$ cat src/rtl/rf_write_sched.sv
// rf_write_sched: register-file write-port scheduler.
// Load returns always own the write port. ALU writes that lose the port are
// parked in an in-order deferred-write FIFO. The FIFO forwards to execute and
// drains whenever no load is present. A DRAIN state stalls upstream once the
// FIFO fills.
// Optional statistics counters are built when RFWS_STATS_EN is defined;
// otherwise defer_cnt/stall_cnt are tied to zero.
module rf_write_sched #(
   parameter int DEPTH = 2
) (
   input  logic        clk,
   input  logic        reset,
   input  logic        alu_we,
   input  logic [4:0]  alu_rd,
   input  logic [31:0] alu_data,
   input  logic        ld_we,
   input  logic [4:0]  ld_rd,
   input  logic [31:0] ld_data,
   output logic        rf_we,
   output logic [4:0]  rf_a,
   output logic [31:0] rf_wd,
   output logic        stall_w,
   input  logic [4:0]  fwd_rs1,
   input  logic [4:0]  fwd_rs2,
   output logic        fwd_hit1,
   output logic        fwd_hit2,
   output logic [31:0] fwd_data1,
   output logic [31:0] fwd_data2,
   output logic [15:0] defer_cnt,
   output logic [15:0] stall_cnt
);

   typedef enum logic {NORMAL, DRAIN} state_t;

   state_t      state_q, state_d;
   logic [2:0]  count_q, count_d;
   logic [DEPTH-1:0] vld_q, vld_d;
   logic [4:0]  rd_q   [DEPTH];
   logic [4:0]  rd_d   [DEPTH];
   logic [31:0] data_q [DEPTH];
   logic [31:0] data_d [DEPTH];

   logic       ld_v, alu_v, empty, full, pop, direct, push;
   logic [2:0] cnt_pop;

   // Request qualification and port arbitration decisions
   always_comb begin
      ld_v   = ld_we && (ld_rd != 5'd0);
      alu_v  = alu_we && (alu_rd != 5'd0) && (state_q == NORMAL);
      empty  = (count_q == 3'd0);
      full   = (count_q == 3'(DEPTH));
      pop    = !ld_v && !empty;
      direct = alu_v && !ld_v && empty;
      push   = alu_v && !direct && !full;
   end

   // Write port mux: load, then FIFO head (killed head writes nothing), then direct ALU
   always_comb begin
      rf_we = 1'b0;
      rf_a  = 5'd0;
      rf_wd = 32'd0;
      if (ld_v) begin
         rf_we = 1'b1;
         rf_a  = ld_rd;
         rf_wd = ld_data;
      end else if (!empty) begin
         rf_we = vld_q[0];
         rf_a  = rd_q[0];
         rf_wd = data_q[0];
      end else if (direct) begin
         rf_we = 1'b1;
         rf_a  = alu_rd;
         rf_wd = alu_data;
      end
   end

   // FIFO next state: kill by load, shift on pop, append younger ALU write at tail
   always_comb begin
      vld_d  = vld_q;
      rd_d   = rd_q;
      data_d = data_q;
      if (ld_v) begin
         for (int i = 0; i < DEPTH; i++) begin
            if (rd_q[i] == ld_rd) vld_d[i] = 1'b0;
         end
      end
      if (pop) begin
         for (int i = 0; i < DEPTH - 1; i++) begin
            vld_d[i]  = vld_q[i+1];
            rd_d[i]   = rd_q[i+1];
            data_d[i] = data_q[i+1];
         end
         vld_d[DEPTH-1] = 1'b0;
      end
      cnt_pop = count_q - {2'b00, pop};
      if (push) begin
         for (int i = 0; i < DEPTH; i++) begin
            if (i == int'(cnt_pop)) begin
               vld_d[i]  = 1'b1;
               rd_d[i]   = alu_rd;
               data_d[i] = alu_data;
            end
         end
      end
      count_d = cnt_pop + {2'b00, push};
   end

   // Drain FSM transitions, decided on the post-update occupancy
   always_comb begin
      state_d = state_q;
      case (state_q)
         NORMAL: if (count_d == 3'(DEPTH)) state_d = DRAIN;
         DRAIN:  if (count_d == 3'd0)      state_d = NORMAL;
         default: state_d = NORMAL;
      endcase
   end

   assign stall_w = (state_q == DRAIN);

   // Forwarding: scan oldest to youngest so the youngest valid match wins
   always_comb begin
      fwd_hit1  = 1'b0;
      fwd_hit2  = 1'b0;
      fwd_data1 = 32'd0;
      fwd_data2 = 32'd0;
      for (int i = 0; i < DEPTH; i++) begin
         if (vld_q[i] && (fwd_rs1 != 5'd0) && (rd_q[i] == fwd_rs1)) begin
            fwd_hit1  = 1'b1;
            fwd_data1 = data_q[i];
         end
         if (vld_q[i] && (fwd_rs2 != 5'd0) && (rd_q[i] == fwd_rs2)) begin
            fwd_hit2  = 1'b1;
            fwd_data2 = data_q[i];
         end
      end
   end

   // Control state: reset discards every pending write
   always_ff @(posedge clk or posedge reset) begin
      if (reset) begin
         state_q <= NORMAL;
         count_q <= 3'd0;
         vld_q   <= '0;
      end else begin
         state_q <= state_d;
         count_q <= count_d;
         vld_q   <= vld_d;
      end
   end

   // Entry payload; qualified by vld_q so it needs no reset
   always_ff @(posedge clk) begin
      rd_q   <= rd_d;
      data_q <= data_d;
   end

`ifdef RFWS_STATS_EN
   logic [15:0] defer_cnt_q, defer_cnt_d, stall_cnt_q, stall_cnt_d;

   // Saturating event counters
   always_comb begin
      defer_cnt_d = defer_cnt_q;
      stall_cnt_d = stall_cnt_q;
      if (push && (defer_cnt_q != 16'hFFFF))    defer_cnt_d = defer_cnt_q + 16'd1;
      if (stall_w && (stall_cnt_q != 16'hFFFF)) stall_cnt_d = stall_cnt_q + 16'd1;
   end

   // Counter registers
   always_ff @(posedge clk or posedge reset) begin
      if (reset) begin
         defer_cnt_q <= 16'd0;
         stall_cnt_q <= 16'd0;
      end else begin
         defer_cnt_q <= defer_cnt_d;
         stall_cnt_q <= stall_cnt_d;
      end
   end

   assign defer_cnt = defer_cnt_q;
   assign stall_cnt = stall_cnt_q;
`else
   assign defer_cnt = 16'd0;
   assign stall_cnt = 16'd0;
`endif

endmodule

$ cat config.mk
export PLATFORM = sky130hd
export DESIGN_NAME = rf_write_sched
export DESIGN_NICKNAME = d
export VERILOG_FILES = /design/src/rtl/rf_write_sched.sv
export SDC_FILE = /design/constraint.sdc
export NUM_CORES = 1
export LEC_CHECK = 0
export BUFFER_PORTS_ARGS = -buffer_cell sky130_fd_sc_hd__buf_2
export CORE_MARGIN = 8
export CORE_UTILIZATION = 51
export CTS_BUF_LIST = sky130_fd_sc_hd__clkbuf_4 sky130_fd_sc_hd__clkbuf_8
export DETAILED_ROUTE_END_ITERATION = 12
export GPL_TIMING_DRIVEN = 1
export HOLD_SLACK_MARGIN = 0.12
export PLACE_DENSITY = 0.79
export SKIP_CTS_REPAIR_TIMING = 1
export SLEW_MARGIN = 0
export SYNTH_ARGS = -nofsm -noshare
export SYNTH_HDL_FRONTEND = slang
export SYNTH_SLANG_ARGS = --single-unit
$ cat constraint.sdc
create_clock -name clk -period 10.1 [get_ports clk]
set_input_delay 0.505 -clock clk [delete_from_list [all_inputs] [get_ports clk]]
set_output_delay 0.505 -clock clk [all_outputs]
set_load 0.005 [all_outputs]
# ---- Word level (Yosys, flattened, before mapping)
# Cells that the tools add are included.
# W data, S select, Z words.
dict set report totals {
  out_inout_bits 137
  in_bits 88
  reg_bits 80
  elab_cells 82
}
dict set report op_classes {
  muxes 35
  n_addsub 2
  eq_ne 9
  bitwise_logic 1
  n_reduce_logical 28
}
# operator count
set ops {}
lappend ops {{$mux W32} 10}
lappend ops {{$mux W64} 1}
lappend ops {{$eq A5 B5 Y1} 6}
lappend ops {{$mux W5} 6}
lappend ops {{$reduce_bool A5 Y1} 4}
lappend ops {{$logic_and A1 B1 Y1} 16}
lappend ops {{$mux W1} 13}
lappend ops {{$mux W10} 1}
lappend ops {{$logic_not A3 Y1} 3}
lappend ops {{$eq A3 B2 Y1 const B} 2}
lappend ops {{$mux W2} 3}
lappend ops {{$logic_not A1 Y1} 4}
lappend ops {{$add A3 B1 Y3} 1}
lappend ops {{$eq A2 B3 Y1 const A} 1}
lappend ops {{$sub A3 B1 Y3} 1}
lappend ops {{$pmux W1 S2} 1}
lappend ops {{$reduce_and A2 Y1} 1}
lappend ops {{$not A1 Y1} 1}

# ---- Longest topological paths before layout
dict set report logic_depth {
  depth_word 12
  mapped_depth 13
  ltp_nobuf 11
}

# ---- Worst setup path before layout
# No wires, ideal clock.
dict set report synth_timing {
  path_kind {input to register}
  startpoint {input ld_rd[4]}
  endpoint {register data_q[0] (netlist name) (enable)}
  setup_ns 0.636
  path_buffers 1
  t_arrival_ns 7.980
  stages 10
  path_slack_ns 1.484
  required_time_ns 9.464
  cell_sequence {or3_4 o31ai_4 nand2_2 inv_4 buf_4 ha_1 ha_1 xnor2_1 nand2_1 a2111oi_0}
}
dict set report synth_between {
  elab_chain_len 9
  word_cells_on_any_way 12
  cone_classes {add/sub (1); eq/ne (1); reduce/logical (10)}
}
# item line
set synth_rtl {}
lappend synth_rtl {{start: declaration} 17} ;# input logic [4:0] ld_rd,
lappend synth_rtl {{$reduce_bool A5 Y1 *} 48} ;# ld_v = ld_we && (ld_rd != 5'd0);
lappend synth_rtl {{$logic_and A1 B1 Y1 *} 48}
lappend synth_rtl {{$logic_not A1 Y1 *} {52, 53}}
lappend synth_rtl {{branches (longest 5 deep; another with $sub A3 B1 Y3)} --}
lappend synth_rtl {{$reduce_and A2 Y1 (no source line) *} --}
lappend synth_rtl {{end signal: assignment} 154} ;# data_q <= data_d;
lappend synth_rtl {{end: declaration} 40} ;# logic [31:0] data_q [DEPTH];
# Every way passes the cells marked *.
# A chain may end at the register's enable or synchronous reset.

==> impl_metrics.toml <==
[clock_network]
cts_tree = "built"
cts_root_buf = "clkbuf_8"
clk_latency_ns = 0.35
clock-sinks = 80
path_clk_slew_ns = 0.08
cts_buffers = 9
clockBufferDepth = 2
htreeDepth = 3

[final_layout]
layout_commonest_cell = "buf_2"
layout_common_cells = "buf_2 (192), mux2_2 (113), and3_1 (68)"
final_area_sq_um = 6910
drive_above_1_share_pct = 49.7
fin_nets = 814
area_growth_pct = 19.8
diodes = 0
fin_util_pct = 61.6

[floorplan]
row_count = 39
core_area_sq_um = 11200
die_width_microns = 122
boundaryPins = 225
fp.dieArea_sq_um = 15000
die_h_microns = 122
initial_core_util_pct = 51.4

[route]
wire_per_inst_microns = 19.2
via_per_inst = 5.61
via_count = 4878
drt_iter0_drc = 266
drt-total-wl_mm = 16.7
drt_pass1_iterations = 5
drc = 0
ant_nets = 0

[critical_path]
critPathArrivalTime_ns = 3.91
cp_slowest_cell = "a2111o_2"
worstPathCellList = "buf_2 -> or3_4 -> o31ai_4 -> nand2_2 -> inv_4 -> ha_1 -> ha_1 -> xnor2_1 -> nand2_1 -> a2111o_2 -> mux2_4"
cp_slowest_stage_delay_ns = 0.86
critPathCaptureType = "flop"
crit_fanout = 44
critPathBufInv = 2
start_kind = "primary input"
path_delay_family = "compound AO/OA/AOI/OAI gates"
crit_required_ns = 10.34
path_common_cell = "ha_1"
crit_type = "primary input to flop"

[pwr]
peakVddDrop_uv = 108
seqPwrFrac_pct = 37.9
p_sw_w = 0.000512
p_leak_nw = 3.53
switching_share_pct = 35.2
pwr-share-comb_pct = 42.6
internal_power_w = 0.000943
clkPwrFrac_pct = 19.4
powerDensity_nw_per_um2 = 211

[logic_synthesis]
yosys_warnings = 0
syn-instance-count = 552
seq_area_frac_synth_pct = 34.7
synth-seq-cells = 80
yosys_most_used_dff = "edfxtp_1"
ys_types = 43
synth_area_sq_um = 5770
syn_area_per_cell_sq_um = 10.5
synth_edf_count = 37
async_reset_ff_share_pct = 7.50

[global_routing]
grt_pass1_wl_mm = 25.8
gr-max-usage-layer = "met2"
met2_usage_pct = 38.4
globalRouteMet3Util_pct = 4.55
grt_pass1_vias = 5062
use_met1_pct = 24.7
grt_start_max_net_pins = 74
grt-ovfl-total = 0
antenna_found_initial = 0
grt_usage_pct = 21.3

[timing]
maxSlewViolCount = 0
fin_worst_skew_ns = 0.00903
rsz0062_at_grt = "no"
setup_viol = 0
tightest_slew_ns = 1.41
hold_viol_final = 0
max_freq_mhz = 273
fin_setup_tns_ns = 0
period_share_pct = 36.3
relSlewSlack_pct = 6.01
period_minus_slack_ns = 3.67

[run]
maxCapViolations = 0

[worst_hold_path]
hp-class = "primary input to flop"

[run_status]
status = "finished clean"

[placed_design]
dpl-instance-area_sq_um = 6670
dpl.hpwl_mm = 11.8
gp_congestion = 0.861
numPortBuffers = 192
## stage by stage
stage	instances	setup slack, ns	power, W	hold slack, ns
after floorplan	583	1.48	0.000988	0.296
after global placement	853	6.16	0.00114	0.435
after detailed placement	853	6.07	0.00118	0.438
after CTS	869	6.45	0.00146	0.0551
after global routing	870	6.29	0.00154	0.339
final	870	6.43	0.00146	0.355
## synthesized netlist by cell type (2+ instances only)
cell type	count	share of area, %
and3_1	68	7.4
edfxtp_1	37	19
nand3_1	3	0.26
a22oi_1	32	4.2
xnor2_1	10	1.5
buf_6	3	0.59
dfrtp_1	6	2.6
buf_2	9	0.78
mux2_4	19	4.9
nor2_1	37	2.4
nand2_1	10	0.65
nor3_1	3	0.26
a21oi_1	33	2.9
buf_4	35	4.6
mux2_2	113	22
or4_1	2	0.26
buf_12	2	0.69
clkbuf_1	25	1.6
ha_1	4	0.87
nand4_1	2	0.22
a221o_1	4	0.69
dfxtp_1	37	13
nor4_1	5	0.54
xor2_1	22	3.3
mux2_1	7	1.4
inv_1	6	0.39
a211oi_1	2	0.26
## worst paths after layout
path	start	endpoint	slack, ns	cells past startpoint
min	alu_data[0]	data_q[0]	0.35	1
max	ld_rd[4]	rd_q[5]	6.43	11
max reg2reg	count_q[0]	rd_q[5]	6.67	9
max in group asynchronous	reset	count_q[2]	9.29	3
min in group asynchronous	reset	vld_q[0]	0.61	3
min reg2reg	stall_w	stall_w	0.60	1
## state kept, by name (all words and copies together) (netlist names)
name,count
count_q,3
rd_q,10
data_q,64
vld_q,2
stall_w,1
## power groups by stage
| stage | Combinational [W] | Clock (W) | Sequential [W] |
|---|---|---|---|
| finish | 0.000620 | 0.000283 | 0.000552 |
| CTS | 0.000622 | 0.000288 | 0.000551 |
| floorplan | 0.000458 | 0 | 0.000531 |
| global placement | 0.000597 | 0 | 0.000548 |
| global route | 0.000672 | 0.000300 | 0.000572 |
| detailed placement | 0.000618 | 0 | 0.000558 |
## metal layers
| metal | vias to the layer above | part of all wire, % |
|---|---|---|
| met2 | 213 | 50 |
| met4 | 0 | 0.99 |
| met5 | - | 0 |
| li1 | 2306 | - |
| met1 | 2345 | 41 |
| met3 | 14 | 8.5 |
## worst register-to-register path, stage by stage, from the launching register on
cell and delay, ns:
dfrtp_1 0.42, or3_1 0.40, nand2_2 0.12, inv_4 0.21
ha_1 0.28, ha_1 0.19, xnor2_1 0.21, nand2_1 0.12
a2111o_2 0.86, mux2_4 0.52
## cell type report
class	instances	area, sq um
Clock inverter	6	108
Fill cell	930	4310
Tap cell	143	179
Sequential cell	80	2000
Multi-Input combinational cell	422	3430
Inverter	7	28.8
Timing Repair Buffer	202	1040
Clock buffer	10	131
## cells by family after synthesis
| logic type | Yosys count | share of synthesized area (%) |
|---|---|---|
| AND/OR/NAND/NOR | 134 | 12.5 |
| multiplexers | 139 | 28.4 |
| XOR/XNOR | 32 | 4.86 |
| AO/OA/AOI/OAI | 81 | 9.95 |
| buffers and inverters | 81 | 8.74 |
| other | 1 | 0.0650 |
| flip-flops | 80 | 34.7 |
| adder cells (fa/ha/maj) | 4 | 0.867 |
Power figures use the tool's default switching activity.
